[src/rtl/beta_pkg.sv]
// Shared definitions for the Beta instruction-fetch slice.
// Holds the PC-select encodings driven by decode, the fixed trap and reset
// vectors, the fetch FSM state type and the PC increment rule.
package beta_pkg;

    localparam logic [2:0] PCSEL_INC   = 3'd0;
    localparam logic [2:0] PCSEL_BR    = 3'd1;
    localparam logic [2:0] PCSEL_JMP   = 3'd2;
    localparam logic [2:0] PCSEL_ILLOP = 3'd3;
    localparam logic [2:0] PCSEL_XADR  = 3'd4;

    localparam logic [31:0] RESET_VEC = 32'h8000_0000;
    localparam logic [31:0] ILLOP_VEC = 32'h8000_0004;
    localparam logic [31:0] XADR_VEC  = 32'h8000_0008;

    typedef enum logic [1:0] {
        IDLE,
        FETCH,
        HOLD,
        DRAIN
    } fetch_state_t;

    // PC+4 touches only bits [30:0]; the supervisor bit rides along untouched
    // and the low part wraps silently.
    function automatic logic [31:0] pc_inc(input logic [31:0] p);
        return {p[31], p[30:0] + 31'd4};
    endfunction

endpackage

[src/rtl/fetch_pc_unit_pc_next_sel.sv]
// Redirect target selection for the fetch unit.
// Ports:
//   pcsel      - decode's PC select (5..7 behave as ILLOP)
//   pc_cur     - current fetch PC (supplies the supervisor bit for branches)
//   if_pc      - PC of the instruction sitting in decode
//   br_target  - branch target from decode
//   jmp_target - JMP register value from decode
//   target     - word-aligned redirect address
module pc_next_sel
    import beta_pkg::*;
(
    input  logic [2:0]  pcsel,
    input  logic [31:0] pc_cur,
    input  logic [31:0] if_pc,
    input  logic [31:0] br_target,
    input  logic [31:0] jmp_target,
    output logic [31:0] target
);

    logic [31:0] raw;

    // A JMP may drop to user mode but can never raise the supervisor bit,
    // so bit 31 is the AND of the jumping instruction's mode and the register.
    always_comb begin
        raw = ILLOP_VEC;
        case (pcsel)
            PCSEL_INC:  raw = pc_inc(if_pc);
            PCSEL_BR:   raw = {pc_cur[31], br_target[30:0]};
            PCSEL_JMP:  raw = {if_pc[31] & jmp_target[31], jmp_target[30:0]};
            PCSEL_XADR: raw = XADR_VEC;
            default:    raw = ILLOP_VEC;
        endcase
        target = {raw[31:2], 2'b00};
    end

endmodule

[src/rtl/fetch_pc_unit.sv]
// Beta fetch-side PC generator and instruction-memory requester.
// Ports:
//   clk, reset              - clock, asynchronous active-high reset
//   imem_req/addr/ack       - instruction memory handshake (req held until ack)
//   id_stall                - decode cannot accept the presented instruction
//   id_redirect, id_pcsel   - decode PC change request and its kind
//   id_br_target/jmp_target - redirect operands
//   irq                     - level interrupt request
//   if_valid/if_pc/if_pc4   - instruction presented to the IF/ID register
//   if_flush                - kill the IF/ID instruction this cycle
//   xp_value, xadr_taken    - interrupt return address and entry pulse
module fetch_pc_unit
    import beta_pkg::*;
(
    input  logic        clk,
    input  logic        reset,
    output logic        imem_req,
    output logic [31:0] imem_addr,
    input  logic        imem_ack,
    input  logic        id_stall,
    input  logic        id_redirect,
    input  logic [2:0]  id_pcsel,
    input  logic [31:0] id_br_target,
    input  logic [31:0] id_jmp_target,
    input  logic        irq,
    output logic        if_valid,
    output logic [31:0] if_pc,
    output logic [31:0] if_pc4,
    output logic        if_flush,
    output logic [31:0] xp_value,
    output logic        xadr_taken
);

    fetch_state_t state;
    logic [31:0]  pc;
    logic [31:0]  drain_addr;
    logic [31:0]  skid_pc;
    logic         skid_valid;
    logic [31:0]  target;
    logic [2:0]   sel_pcsel;
    logic         active;
    logic         take_irq;
    logic         do_redirect;
    logic         got;
    logic         stalled;

    // Redirect decision: decode's request beats an interrupt, and an
    // interrupt only fires on a valid user-mode instruction that is moving.
    always_comb begin
        active      = (state != IDLE);
        take_irq    = active & irq & ~if_pc[31] & if_valid & ~id_stall & ~id_redirect;
        do_redirect = active & (id_redirect | take_irq);
        sel_pcsel   = id_redirect ? id_pcsel : PCSEL_XADR;
        got         = imem_req & imem_ack;
        stalled     = id_stall & if_valid;
    end

    assign if_flush = do_redirect;

    // While draining, the stale request must keep its original address even
    // though pc already holds the redirect target.
    assign imem_addr = (state == DRAIN) ? drain_addr : pc;

    pc_next_sel u_pc_next_sel (
        .pcsel      (sel_pcsel),
        .pc_cur     (pc),
        .if_pc      (if_pc),
        .br_target  (id_br_target),
        .jmp_target (id_jmp_target),
        .target     (target)
    );

    // Fetch FSM. pc always names the next instruction to be requested, so it
    // advances on every accepted ack. The IF/ID register plus the skid entry
    // form a two-deep buffer; requests stop only when both are occupied.
    always_ff @(posedge clk or posedge reset) begin
        if (reset) begin
            state      <= IDLE;
            pc         <= RESET_VEC;
            drain_addr <= '0;
            skid_pc    <= '0;
            skid_valid <= 1'b0;
            imem_req   <= 1'b0;
            if_valid   <= 1'b0;
            if_pc      <= RESET_VEC;
            if_pc4     <= pc_inc(RESET_VEC);
            xp_value   <= '0;
            xadr_taken <= 1'b0;
        end else begin
            xadr_taken <= take_irq;
            if (take_irq) begin
                xp_value <= if_pc4;
            end
            if (state == IDLE) begin
                state    <= FETCH;
                imem_req <= 1'b1;
            end else if (do_redirect) begin
                pc         <= target;
                skid_valid <= 1'b0;
                if_valid   <= 1'b0;
                if (imem_req && !imem_ack) begin
                    // Memory still owes us a wrong-path word; swallow it first.
                    if (state != DRAIN) begin
                        drain_addr <= pc;
                    end
                    state <= DRAIN;
                end else begin
                    state    <= FETCH;
                    imem_req <= 1'b1;
                end
            end else if (state == DRAIN) begin
                if (imem_ack) begin
                    state    <= FETCH;
                    imem_req <= 1'b1;
                end
            end else if (!stalled) begin
                state    <= FETCH;
                imem_req <= 1'b1;
                if (skid_valid) begin
                    if_valid   <= 1'b1;
                    if_pc      <= skid_pc;
                    if_pc4     <= pc_inc(skid_pc);
                    skid_valid <= 1'b0;
                end else if (got) begin
                    if_valid <= 1'b1;
                    if_pc    <= pc;
                    if_pc4   <= pc_inc(pc);
                end else begin
                    if_valid <= 1'b0;
                end
                if (got) begin
                    pc <= pc_inc(pc);
                end
            end else begin
                state <= HOLD;
                if (got) begin
                    skid_valid <= 1'b1;
                    skid_pc    <= pc;
                    pc         <= pc_inc(pc);
                    imem_req   <= 1'b0;
                end
            end
        end
    end

endmodule

[config.mk]
export PLATFORM = sky130hd
export DESIGN_NAME = fetch_pc_unit
export DESIGN_NICKNAME = d
export VERILOG_FILES = /design/src/rtl/beta_pkg.sv /design/src/rtl/fetch_pc_unit_pc_next_sel.sv /design/src/rtl/fetch_pc_unit.sv
export SDC_FILE = /design/constraint.sdc
export NUM_CORES = 1
export LEC_CHECK = 0
export ABC_AREA = 1
export BUFFER_PORTS_ARGS = -buffer_cell sky130_fd_sc_hd__buf_2
export CORE_MARGIN = 8
export CORE_UTILIZATION = 35
export CTS_BUF_LIST = sky130_fd_sc_hd__clkbuf_8
export CTS_CLUSTER_DIAMETER = 150
export DETAILED_ROUTE_END_ITERATION = 10
export SLEW_MARGIN = 20
export SYNTH_ARGS = -nofsm -noshare
export SYNTH_HDL_FRONTEND = slang
export SYNTH_SLANG_ARGS = --single-unit
[constraint.sdc]
create_clock -name clk -period 11.7 [get_ports clk]
set_input_delay 3.51 -clock clk [delete_from_list [all_inputs] [get_ports clk]]
set_output_delay 3.51 -clock clk [all_outputs]
set_load 0.005 [all_outputs]
==> flow_summary_export.csv <==
group,metric,value,unit
status,status,"completed",
clocking,cts_setup_buffers,0,
sta,timing.fmax,122.8,MHz
worst_setup_path,cp-start-kind,"input port",
worst_setup_path,arrival,4630,ps
floorplan,fp.dieW,194.6,um
power_and_ir_drop,power.density,221.1,nW/um2
placed_design,portBuffers,191,
grt,overflow,0,
clocking,cts-htree-levels,4,
worst_setup_path,criticalPathCategory,"in2out",
synth,ys_ff_latch,185,
cells_and_area,mostFrequentLayoutCells,"nand2_1 (573), buf_2 (191), dfrtp_1 (181), inv_1 (151), o21ai_0 (134)",
floorplan,chipHeight,194.6,um
sta,setup_tns,0,ps
cells_and_area,utilization,40.49,%
synth,synth_mux_area_share,2.420,%
power_and_ir_drop,internal_power,0.001545,W
cells_and_area,n_antenna_cell,0,
worst_setup_path,crit_top_cell,"buf_2",
power_and_ir_drop,power_frac_comb,41.0,%
drt,vias_per_cell,5.173,
cells_and_area,final_common_cell,"nand2_1",
synth,synth.cell_area,11170,um2
clocking,post_cts_resized,0,
hold_path,min_path_type,"reg2reg",
sta,finClkSkew,19.53,ps
sta,finalSetupViolations,0,
synth,synth_compound_area_share,13.69,%
drt,drt_iter0_drc,996,
grt,grt_pass1_wl,60.10,mm
worst_setup_path,cpMaxStageDelayCell,"nand2_4",
clocking,cts.clk_slew.worst_paths,80,ps
drt,first_pass_iters,5,
power_and_ir_drop,power.leakage,6.208,nW
clocking,cts_buffer_depth,2,
power_and_ir_drop,seqPwrFrac,42.8,%
power_and_ir_drop,swShare,45.14,%
placed_design,place.gp.congestion,0.9240,
floorplan,initial_utilization,35.48,%
power_and_ir_drop,clkPwrFrac,16.2,%
floorplan,core_area,31470,um2
drt,wirelength,38.68,mm
power_and_ir_drop,vdd_ir_drop_max,0.0001015,V
placed_design,post-dp-hpwl,29.23,mm
worst_setup_path,cp_top_family,"simple AND/OR/NAND/NOR gates",
grt,track_usage,20.23,%
synth,synth_edf_count,0,
synth,ys.flop_type,"dfrtp_1",
synth,synthAdderAreaFrac,0.3362,%
sta,drv_slew,0,
sta,finalWorstPathRequiredPeriod,8141,ps
cells_and_area,layout-area-overhead-vs-synth,14.12,%
worst_setup_path,critPathRequiredTime,8190,ps
floorplan,rows,65,
power_and_ir_drop,p_switching,0.001271,W
clocking,ctsHoldBuffers,0,
sta,hold_viol,0,
clocking,ctsRootBufferMaster,"clkbuf_8",
sta,rsz0062_at_grt,"false",
sta,worst_pin_slew,1022,ps
drt,route.detailed.drc,0,
grt,antenna_found_initial,0,
synth,synth-simple-area-share,31.67,%
clocking,cts_sinks,185,
sta,max-slew-margin-rel,31.47,%
sta,fin_crit_sh,69.58,%
worst_setup_path,path_max_fanout,40,
grt,grt_max_degree,130,
drt,ant_nets,0,
synth,syn_area_per_cell,7.067,um2
synth,ys_warn_count,0,
floorplan,die-area,37870,um2
synth,ys_types,53,
worst_setup_path,cp_slowest_stage_delay,470,ps
flow_run,max_cap_viol_count,0,
drt,wl_per_cell,18.01,um
worst_setup_path,cp.buffers_inverters,2,
clocking,cts-buffers-inserted,17,
synth,netlist_instances,1580,
worst_setup_path,crit_path_end_kind,"output pin",
clocking,cts_tree,"built",
sta,hold-worst-slack,490.4,ps
cells_and_area,fin_nets,1809,
drt,via_count,11112,
synth,async_reset_ff_share,100.0,%
clocking,clk-insertion-delay-late,500,ps
synth,synth-xor-area-share,1.490,%
cells_and_area,drive_gt1_share,17.01,%
grt,grt_pass1_vias,10667,
floorplan,io_pins,205,
synth,synth_top_family_by_area,"simple AND/OR/NAND/NOR gates",
worst_setup_path,worstPathCellList,"buf_2 > nor2_2 > nand4_4 > nand2_4 > buf_2",
synth,seq_area_frac_synth,41.49,%
[cell usage after synthesis, types with 2 or more instances]
master    count  area share [%]
nor2_1      122             4.1
clkinv_1      2           0.067
nor2_2        5            0.28
a21boi_0      7            0.47
mux2_2       24             2.4
buf_1         4            0.13
clkbuf_1     18            0.61
or2_2         2            0.11
a22oi_1       4            0.27
a31oi_1       2            0.11
nand2_4       2            0.20
nand2_1     573              19
o21ai_1      45             2.0
a22o_1       14             1.1
inv_1       150             5.0
ha_1          3            0.34
a21oi_1      31             1.4
o21ai_2       6            0.47
nand2_2       2            0.11
buf_2        30             1.3
o21ai_0     134             6.0
nor2_4        4            0.40
o211ai_1      9            0.61
a21boi_1      3            0.20
o211ai_2      4            0.45
nand4_1       9            0.50
nor3_1       24             1.1
dfrtp_1     182              41
buf_6         3            0.30
nand3_1     103             4.6
dfstp_2       3            0.71
xor2_1       19             1.5
buf_4        17             1.1
[flip-flops by register name, indices dropped and copies added, names as in the netlist]
| signal | count |
|---|---|
| xp_value | 30 |
| if_pc4 | 29 |
| xadr_taken | 1 |
| skid_pc | 30 |
| pc | 30 |
| drain_addr | 30 |
| if_valid | 1 |
| state | 2 |
| if_pc | 30 |
| imem_req | 1 |
| skid_valid | 1 |
[metal layers]
layer / track usage, % / wire length, um
met2: 32.89 / 18260
met4: 6.450 / 909
met1: 26.46 / 17230
met3: 4.422 / 2278
met5: 0 / 0
[worst min-delay path, stage by stage (launching register included)]
cell and delay [ps]:
dfrtp_1 350, nand2_1 50, o21ai_0 60
[layout make-up]
| class | instances | area [um2] |
|---|---|---|
| Sequential cell | 185 | 4634 |
| Multi-Input combinational cell | 1175 | 5585 |
| Clock buffer | 20 | 275.3 |
| Inverter | 154 | 588.1 |
| Fill cell | 3394 | 18730 |
| Tap cell | 402 | 503.0 |
| Clock inverter | 12 | 125.1 |
| Timing Repair Buffer | 200 | 1031 |
[logic make-up (layout without fill, tap and decap cells)]
logic type               count (synthesis)  count (layout)
AND/OR/NAND/NOR                        855             855
AO/OA/AOI/OAI                          266             266
buffers and inverters                  227             386
flip-flops                             185             185
multiplexers                            24              24
XOR/XNOR                                19              19
adder cells (fa/ha/maj)                  3               3
other                                    1               8
[power groups by stage]
stage | combinational, W | clock (W) | sequential [W]
after detailed placement | 0.00116 | 0 | 0.00122
after floorplan | 0.000709 | 0 | 0.00114
final | 0.00115 | 0.000457 | 0.00120
after CTS | 0.00117 | 0.000471 | 0.00121
after global routing | 0.00130 | 0.000494 | 0.00125
after global placement | 0.00115 | 0 | 0.00121
[metrics by stage]
step | total power, W | worst slack, ps | area, um2 | std cells
after floorplan | 0.001850 | 3166 | 11190 | 1587
after global placement | 0.002360 | 3594 | 12330 | 2115
after detailed placement | 0.002382 | 3578 | 12330 | 2115
after CTS | 0.002846 | 3574 | 12730 | 2147
after global routing | 0.003047 | 3491 | 12740 | 2148
final | 0.002817 | 3559 | 12740 | 2148
[worst paths after layout]
check / startpoint / to / slack, ps / cells past startpoint
worst min-delay path: drain_addr[30]$_DFFE_PP0P_ / drain_addr[30]$_DFFE_PP0P_ / 490 / 2
worst max-delay path: id_stall / if_flush / 3560 / 5
worst min register to register: drain_addr[30]$_DFFE_PP0P_ / drain_addr[30]$_DFFE_PP0P_ / 490 / 2
min in group asynchronous: reset / if_pc[6]$_DFFE_PP0P_ / 3180 / 2
worst max register to register: if_pc[31]$_DFFE_PP1P_ / pc[12]$_DFFE_PP0P_ / 8470 / 7
max in group asynchronous: reset / skid_valid$_DFFE_PP0P_ / 7100 / 3
No activity file was read; power rests on OpenSTA's default activity.
